===== src/rtl/snoop_txn_arbiter.sv =====
// -----------------------------------------------------------------------------
// snoop_txn_arbiter
//
// Round-robin arbiter for a snooping coherence bus. One request is granted at
// a time. Its type and address are broadcast to every other cache controller
// for snooping. The arbiter collects their acks and "line held" (shared)
// indications. The transaction completes with a one-cycle done/ready pulse,
// either when every non-granted core has acked or when the snoop-wait counter
// expires.
//
// Ports
//   clk              rising-edge clock
//   rst_n            asynchronous active-low reset
//   req_valid[N]     per-core bus request
//   req_type[N][2]   01=READ, 10=WRITE, 11=UPGRADE, 00=none (ignored)
//   req_addr[N][AW]  per-core request address
//   req_ready[N]     one-cycle completion pulse to the granted core
//   bus_valid        snoop broadcast active (SNOOP state)
//   bus_type         latched type of the granted request
//   bus_addr         latched address of the granted request
//   granted_core_id  index of the granted core
//   snoop_ack[N]     per-core snoop completion
//   snoop_shared[N]  per-core line-held flag, qualified by snoop_ack
//   txn_done         one-cycle pulse at transaction completion
//   txn_shared       OR of the collected shared flags, valid with txn_done
//   txn_timeout      completion was forced by the snoop-wait timeout
// -----------------------------------------------------------------------------
module snoop_txn_arbiter #(
    parameter int NUM_CORES     = 4,
    parameter int ADDR_WIDTH    = 64,
    parameter int SNOOP_TIMEOUT = 15,
    localparam int ID_W         = (NUM_CORES > 1) ? $clog2(NUM_CORES) : 1
) (
    input  logic                                  clk,
    input  logic                                  rst_n,
    input  logic [NUM_CORES-1:0]                  req_valid,
    input  logic [NUM_CORES-1:0][1:0]             req_type,
    input  logic [NUM_CORES-1:0][ADDR_WIDTH-1:0]  req_addr,
    output logic [NUM_CORES-1:0]                  req_ready,
    output logic                                  bus_valid,
    output logic [1:0]                            bus_type,
    output logic [ADDR_WIDTH-1:0]                 bus_addr,
    output logic [ID_W-1:0]                       granted_core_id,
    input  logic [NUM_CORES-1:0]                  snoop_ack,
    input  logic [NUM_CORES-1:0]                  snoop_shared,
    output logic                                  txn_done,
    output logic                                  txn_shared,
    output logic                                  txn_timeout
);

    typedef enum logic [1:0] {
        ST_IDLE  = 2'd0,
        ST_SNOOP = 2'd1,
        ST_DONE  = 2'd2
    } state_t;

    localparam logic [7:0]      TIMEOUT_CNT = 8'(SNOOP_TIMEOUT);
    localparam logic [ID_W-1:0] LAST_ID     = ID_W'(NUM_CORES - 1);

    state_t                  state_q, state_d;
    logic [ID_W-1:0]         rr_ptr_q, rr_ptr_d;
    logic [ID_W-1:0]         id_q, id_d;
    logic [1:0]              type_q, type_d;
    logic [ADDR_WIDTH-1:0]   addr_q, addr_d;
    logic [NUM_CORES-1:0]    ack_seen_q, ack_seen_d;
    logic                    shared_acc_q, shared_acc_d;
    logic [7:0]              wait_cnt_q, wait_cnt_d;
    logic                    timeout_q, timeout_d;

    logic [NUM_CORES-1:0]    eligible;
    logic [NUM_CORES-1:0]    granted_mask;
    logic                    grant_found;
    logic [ID_W-1:0]         grant_idx;
    logic [7:0]              wait_cnt_inc;

    // A core only competes when it presents a real request type.
    generate
        for (genvar gi = 0; gi < NUM_CORES; gi++) begin : g_elig
            assign eligible[gi] = req_valid[gi] && (req_type[gi] != 2'b00);
        end
    endgenerate

    assign granted_mask = NUM_CORES'(1) << id_q;
    assign wait_cnt_inc = wait_cnt_q + 8'd1;

    // Round-robin search: first eligible core at or after rr_ptr, wrapping.
    always_comb begin
        int idx;
        grant_found = 1'b0;
        grant_idx   = '0;
        idx         = 0;
        for (int k = 0; k < NUM_CORES; k++) begin
            idx = int'(rr_ptr_q) + k;
            if (idx >= NUM_CORES) begin
                idx = idx - NUM_CORES;
            end
            if (!grant_found && eligible[idx]) begin
                grant_found = 1'b1;
                grant_idx   = ID_W'(idx);
            end
        end
    end

    // Next-state logic
    always_comb begin
        state_d      = state_q;
        rr_ptr_d     = rr_ptr_q;
        id_d         = id_q;
        type_d       = type_q;
        addr_d       = addr_q;
        ack_seen_d   = ack_seen_q;
        shared_acc_d = shared_acc_q;
        wait_cnt_d   = wait_cnt_q;
        timeout_d    = timeout_q;

        case (state_q)
            ST_IDLE: begin
                if (grant_found) begin
                    state_d      = ST_SNOOP;
                    id_d         = grant_idx;
                    type_d       = req_type[grant_idx];
                    addr_d       = req_addr[grant_idx];
                    ack_seen_d   = '0;
                    shared_acc_d = 1'b0;
                    wait_cnt_d   = '0;
                    timeout_d    = 1'b0;
                end
            end
            ST_SNOOP: begin
                // The granted core does not snoop its own request.
                ack_seen_d   = ack_seen_q | (snoop_ack & ~granted_mask);
                shared_acc_d = shared_acc_q |
                               (|(snoop_ack & snoop_shared & ~granted_mask));
                wait_cnt_d   = wait_cnt_inc;
                // Completion wins over the timeout when both land together.
                if (&(ack_seen_d | granted_mask)) begin
                    state_d = ST_DONE;
                end else if (wait_cnt_inc >= TIMEOUT_CNT) begin
                    state_d   = ST_DONE;
                    timeout_d = 1'b1;
                end
            end
            ST_DONE: begin
                state_d  = ST_IDLE;
                rr_ptr_d = (id_q == LAST_ID) ? '0 : id_q + ID_W'(1);
            end
            default: begin
                state_d = ST_IDLE;
            end
        endcase
    end

    // State registers
    always_ff @(posedge clk or negedge rst_n) begin
        if (!rst_n) begin
            state_q      <= ST_IDLE;
            rr_ptr_q     <= '0;
            id_q         <= '0;
            type_q       <= '0;
            addr_q       <= '0;
            ack_seen_q   <= '0;
            shared_acc_q <= 1'b0;
            wait_cnt_q   <= '0;
            timeout_q    <= 1'b0;
        end else begin
            state_q      <= state_d;
            rr_ptr_q     <= rr_ptr_d;
            id_q         <= id_d;
            type_q       <= type_d;
            addr_q       <= addr_d;
            ack_seen_q   <= ack_seen_d;
            shared_acc_q <= shared_acc_d;
            wait_cnt_q   <= wait_cnt_d;
            timeout_q    <= timeout_d;
        end
    end

    // Outputs are decoded from registered state only.
    assign bus_valid       = (state_q == ST_SNOOP);
    assign txn_done        = (state_q == ST_DONE);
    assign txn_shared      = txn_done && shared_acc_q;
    assign txn_timeout     = txn_done && timeout_q;
    assign req_ready       = txn_done ? granted_mask : '0;
    assign bus_type        = type_q;
    assign bus_addr        = addr_q;
    assign granted_core_id = id_q;

endmodule


===== config.mk =====
export PLATFORM = sky130hd
export DESIGN_NAME = snoop_txn_arbiter
export DESIGN_NICKNAME = d
export VERILOG_FILES = /design/src/rtl/snoop_txn_arbiter.sv
export SDC_FILE = /design/constraint.sdc
export NUM_CORES = 1
export LEC_CHECK = 0
export CAP_MARGIN = 20
export CELL_PAD_IN_SITES_DETAIL_PLACEMENT = 1
export CELL_PAD_IN_SITES_GLOBAL_PLACEMENT = 1
export CORE_MARGIN = 5
export CORE_UTILIZATION = 26
export DETAILED_ROUTE_END_ITERATION = 8
export PLACE_DENSITY_LB_ADDON = 0.1
export SLEW_MARGIN = 20
export SYNTH_ARGS = -nofsm -noshare
export SYNTH_HDL_FRONTEND = slang
export SYNTH_SLANG_ARGS = --single-unit

===== constraint.sdc =====
create_clock -name clk -period 2.3 [get_ports clk]
set_clock_uncertainty 0.2 [all_clocks]
set_input_delay 0.23 -clock clk [delete_from_list [all_inputs] [get_ports clk]]
set_output_delay 0.23 -clock clk [all_outputs]
set_load 0.05 [all_outputs]

# Yosys cells after proc, flatten, opt, wreduce, memory -nomap -nowiden
# Index checks and enable logic that the tools add are counted.
[word_totals]
register_bits = 86
in_bits = 278
output_inout_bits = 76
elab_cells = 110
[classes]
add_sub_neg = 9
magnitude_cmp = 10
eq_ne = 7
n_shift = 1
muxes = 43
n_bitwise = 7
reduce_logical = 24
[ops]
columns = ["cell", "n"]
rows = [
  ["binary-select mux 64 bit (select 2 bit)", 1],
  ["< comparator 32 x 4 -> 1 bit (second input constant)", 4],
  ["2-to-1 mux 32 bit", 4],
  ["2-to-1 mux 64 bit", 1],
  ["2-to-1 mux 2 bit", 9],
  ["one-hot mux 8 bit (2 select lines)", 1],
  ["2-to-1 mux 1 bit", 15],
  ["bitwise AND 4 bit", 3],
  ["subtractor 3 x 3 -> 4 bit (second input constant)", 3],
  ["nonzero test 2 bit", 5],
  ["greater-or-equal comparator 3 bit (second input constant)", 3],
  ["logical AND 1 bit", 9],
  ["adder 8 x 1 -> 8 bit (second input constant)", 1],
  ["binary-select mux 1 bit (select 2 bit)", 4],
  ["greater-or-equal comparator 8 x 4 -> 1 bit (second input constant)", 1],
  ["2-to-1 mux 4 bit", 2],
  ["2-to-1 mux 8 bit", 1],
  ["bitwise OR 4 bit", 2],
  ["one-hot mux 4 bit (2 select lines)", 1],
  ["AND reduction 4 bit", 2],
  ["adder 2 x 2 -> 3 bit (second input constant)", 2],
  ["AND reduction 2 bit", 3],
  ["binary-select mux 2 bit (select 2 bit)", 1],
  ["equality test 2 bit (second input constant)", 2],
  ["other kinds (17)", 21],
]

# Logic depth before layout (Yosys ltp)
[logic_depth]
word_depth = 17
mapped_depth = 8
mapped_depth_nobuf = 7

# Least setup slack after synthesis
# Ideal clock, no wire load.
[synth_path]
kind = "flip-flop to flip-flop"
start = "register wait_cnt_q[0]"
end = "register state_q[1]"
setup_time_ns = 0.121
t_arrival_ns = 1.732
required_time_ns = 1.979
setup_slack_ns = 0.247
path_stages_with_launch = 8
path_buffers = 0
period_less_slack_ns = 2.053
cell_sequence = "dfrtp_1 -> ha_1 -> and3_1 -> nor3_1 -> a31oi_1 -> a2111o_1 -> nand2b_1 -> and2_1"
[synth_between]
elab_chain_cells = 4
[synth_lines]
columns = ["element", "line", "text"]
rows = [
  ["start, declared", "67", "logic [7:0] wait_cnt_q, wait_cnt_d;"],
  ["start signal, assigned", "173", "wait_cnt_q <= wait_cnt_d;"],
  ["adder 8 x 1 -> 8 bit", "84", "assign wait_cnt_inc = wait_cnt_q + 8'd1;"],
  ["greater-or-equal comparator 8 x 4 -> 1 bit", "138", "end else if (wait_cnt_inc >= TIMEOUT_CNT) begin"],
  ["!= test 3 x 1 -> 1 bit (no line)", "n/a", ""],
  ["AND reduction 2 bit (no line)", "n/a", ""],
  ["end signal, assigned", "166", "state_q <= state_d;"],
  ["end, declared", "60", "state_t state_q, state_d;"],
]
# No other way between the ends.
# A chain may end at the register's enable or synchronous reset.

# Worst setup path after layout
[layout_path]
start = "input req_type[2] (netlist name)"
end = "register addr_q[49] (netlist: bus_addr[49])"
[layout_between]
elab_chain_cells = 17
word_cells_on_any_way = 31
classes_between = "mux (22); reduce/logical (9)"
[layout_lines]
columns = ["element", "line", "text"]
rows = [
  ["start, declared", "37", "input logic [NUM_CORES-1:0][1:0] req_type,"],
  ["nonzero test 2 bit *", "79", "assign eligible[gi] = req_valid[gi] && (req_type[gi] != 2'b00);"],
  ["logical AND 1 bit *", "79", ""],
  ["binary-select mux 1 bit (select 2 bit)", "97", "if (!grant_found && eligible[idx]) begin"],
  ["2-to-1 mux 1 bit (not written as such) (2 in series)", "97", ""],
  ["2-to-1 mux 1 bit", "97", ""],
  ["logical NOT 1 bit", "97", ""],
  ["logical AND 1 bit", "97", ""],
  ["2-to-1 mux 1 bit", "97", ""],
  ["logical NOT 1 bit", "97", ""],
  ["logical AND 1 bit", "97", ""],
  ["2-to-1 mux 1 bit", "97", ""],
  ["logical NOT 1 bit", "97", ""],
  ["logical AND 1 bit", "97", ""],
  ["2-to-1 mux 2 bit", "97", ""],
  ["binary-select mux 64 bit (select 2 bit)", "122", "addr_d = req_addr[grant_idx];"],
  ["2-to-1 mux 64 bit (not written as such)", "122", ""],
  ["end signal, assigned", "170", "addr_q <= addr_d;"],
  ["end, declared", "64", "logic [ADDR_WIDTH-1:0] addr_q, addr_d;"],
]
# Every way passes the cells marked *; elsewhere a longest branch is shown, timed or not. The select of a mux whose other input is x is not followed.

==> impl_metrics.ini <==
[clock_network]
cts_tree = done
numCtsBuffers = 9
htreeDepth = 3
worstSkewPairLatency_ps = 330
cts.sinks = 86
cts_buffer_depth = 2
clkTransAtPathRegs_ps = 60
clockRootBuffer = clkbuf_16

[sta]
rsz0062_at_grt = true
min_period_over_period = 0.957
tightest_slew_ps = 606
period_needed_ps = 2200
drv_slew = 0
setup_viol = 0
hold_viol_final = 0
max_slew_margin = 0.595
final.setup.worst_slack_ps = 98.9
max_freq_mhz = 454

[global_route]
grt.total_usage = 0.199
grt.met2_usage = 0.370
grt_pass1_wl_microns = 36900
met3_usage = 0.0645
antenna_found_initial = 1
grt.overflow.total = 0
grt_pass1_vias = 6638
gr-usage-met1 = 0.212
grt_busiest_layer = met2
grt_max_degree = 60

[placement]
gp_congestion = 0.882
portBuffers = 353
dp_cells = 1138
pre_cts_ws_ps = -303
hpwl_microns = 19200

[pwr]
power_density_nw_per_um2 = 1220
p_leak_uw = 0.00392
vdd.ir_drop.worst_mv = 0.592

[critical_path]
critPathMaxFanout = 34
crit_buf_inv = 3
worstPathArrival_ps = 2220
cpPeakStageDelay_ps = 470
path_common_cell = buf_12
cp-end-kind = flip-flop
worst-setup-path-type = input pin to flip-flop
cp_cell_sequence = clkdlybuf4s50_1 -> o21ai_0 -> o21ai_1 -> a21oi_4 -> buf_12 -> buf_12 -> mux2_2 -> o22ai_1 -> a21oi_1
cp_top_family = buffers and inverters
worstPathRequired_ps = 2320
cp-start-kind = input pin
critPathSlowestCell = clkdlybuf4s50_1

[drt]
initialDrtViolationCount = 170
wirelength_microns = 24200
postRouteAntennaNets = 0
via_per_inst = 4.94
vias = 5720
drc = 0
drtPass1Iterations = 4
wl_per_cell_microns = 20.9

[logic_synthesis]
synth_compound_area_frac = 0.199
synth_nets = 791
ys_async_sr_fraction = 1.00
ys_top_cells_by_area = dfrtp_1 (41%), mux2_2 (14%), mux2i_1 (13%), o22ai_1 (7.8%), a21oi_1 (6.7%)
synth.area.mux_share = 0.270
ys_ff_latch = 86
synthAdderAreaFrac = 0.0142
yosys.area.top_type = dfrtp_1
ys_types = 45
synthSimpleGateAreaFrac = 0.0523
ys_seq_area_frac = 0.407
synth_top_family_by_area = multiplexers
synth_area_per_cell_sq_um = 10.4
synth_ff_type = dfrtp_1
synth_top_area_share = 0.407
netlist_area_sq_um = 5290
synth-xor-area-share = 0.00663
synth_edf_count = 0
synthCells = 507
ys.warnings.count = 0

[layout]
antenna_cells = 0
drive_above_1_share = 0.168
layoutNonFillerInstCount = 1157
fin_nets = 1167
area_growth_pct = 86.5

[floorplan]
rows = 52
coreArea_sq_um = 20100
ios = 354
start_util = 0.263
die_area_sq_um = 23300
fp.dieW_microns = 153
die_h_microns = 153

[outcome]
status = completed

[job]
maxCapViolations = 0

[worst_hold_path]
hp-class = input pin to async pin
==> path summary, 6_finish.rpt <==
| kind | slack [ps] | endpoint | cells after the start | from |
|---|---|---|---|---|
| min reg2reg | 290 | timeout_q | 1 | timeout_q |
| min in group clk | 290 | timeout_q | 1 | timeout_q |
| max in group asynchronous | 1060 | bus_addr[2] | 3 | rst_n |
| max | 100 | bus_addr[49] | 9 | req_type[2] |
| min | 170 | shared_acc_q | 2 | rst_n |
| max reg2reg | 110 | bus_addr[49] | 8 | rr_ptr_q[0] |
==> routing by layer <==
layer	up-vias	share of wire
li1	2674	-
met3	34	0.071
met4	2	0.023
met5	-	0.00054
met2	203	0.54
met1	2807	0.37
==> timing repair <==
action	4_1_cts	5_1_grt
gates resized for setup	0	3
buffers inserted	0	2
endpoints found under the setup margin	0	16
hold buffers	1	0
hold endpoints to repair	27	0
==> layout make-up <==
cell class,count,area [sq um]
Clock buffer,15,288
Inverter,5,18.8
Timing Repair Buffer,406,4160
Tap cell,270,338
Fill cell,2182,10200
Multi-Input combinational cell,375,2910
Sequential cell,86,2150
==> synth_stat cells, drive strengths merged (3+ instances only) <==
| cell | number |
|---|---|
| dfrtp | 86 |
| a21oi | 72 |
| mux2 | 67 |
| mux2i | 67 |
| o22ai | 66 |
| buf | 25 |
| o21ai | 17 |
| clkbuf | 16 |
| nor2 | 16 |
| and2 | 9 |
| nand2 | 7 |
| ha | 6 |
| inv | 5 |
| nor2b | 5 |
| nor3 | 5 |
| a31oi | 4 |
| nand2b | 3 |
| nand3 | 3 |
| o21a | 3 |
==> state kept, by name, summed over array words and instances (netlist names) <==
signal           count
granted_core_id      2
bus_type             2
ack_seen_q           4
state_q              2
wait_cnt_q           8
bus_addr            64
rr_ptr_q             2
shared_acc_q         1
timeout_q            1
==> kinds of logic (layout without fill, tap and decap cells) <==
group | after synthesis | count (layout)
fa+ha+maj | 6 | 6
simple gates | 54 | 54
xor+xnor | 4 | 4
flops | 86 | 86
compound gates | 177 | 177
buf+inv | 46 | 426
mux | 134 | 134
==> power breakdown <==
group	switching, uW	internal, uW
Combinational	4640	3280
Sequential	449	2220
Clock	596	847
==> cell usage in the layout (no fill, tap or decap), drive strengths merged, types with 3 or more instances in the layout <==
| cell | n |
|---|---|
| a21oi | 72 |
| clkdlybuf4s50 | 343 |
| and2 | 9 |
| a31oi | 4 |
| o21ai | 17 |
| nand2b | 3 |
| inv | 5 |
| nor3 | 5 |
| dfrtp | 86 |
| buf | 61 |
| mux2 | 67 |
| clkbuf | 16 |
| ha | 6 |
| nand3 | 3 |
| o21a | 3 |
| nor2 | 16 |
| mux2i | 67 |
| nor2b | 5 |
| o22ai | 66 |
| nand2 | 7 |
==> per-stage QoR <==
step,power (uW),util,hold WS (ps),cell area (sq um),TNS [ps]
2_1_floorplan,7380,-,-266,5290,0
3_3_place_gp,10400,0.472,-18.4,9500,-15350
3_5_place_dp,10600,0.472,-12.0,9500,-16930
4_1_cts,12100,0.487,171,9790,0
5_1_grt,12700,0.490,205,9860,-35.6
6_report,12000,0.490,170,9860,0
Power figures use the tool's default switching activity.
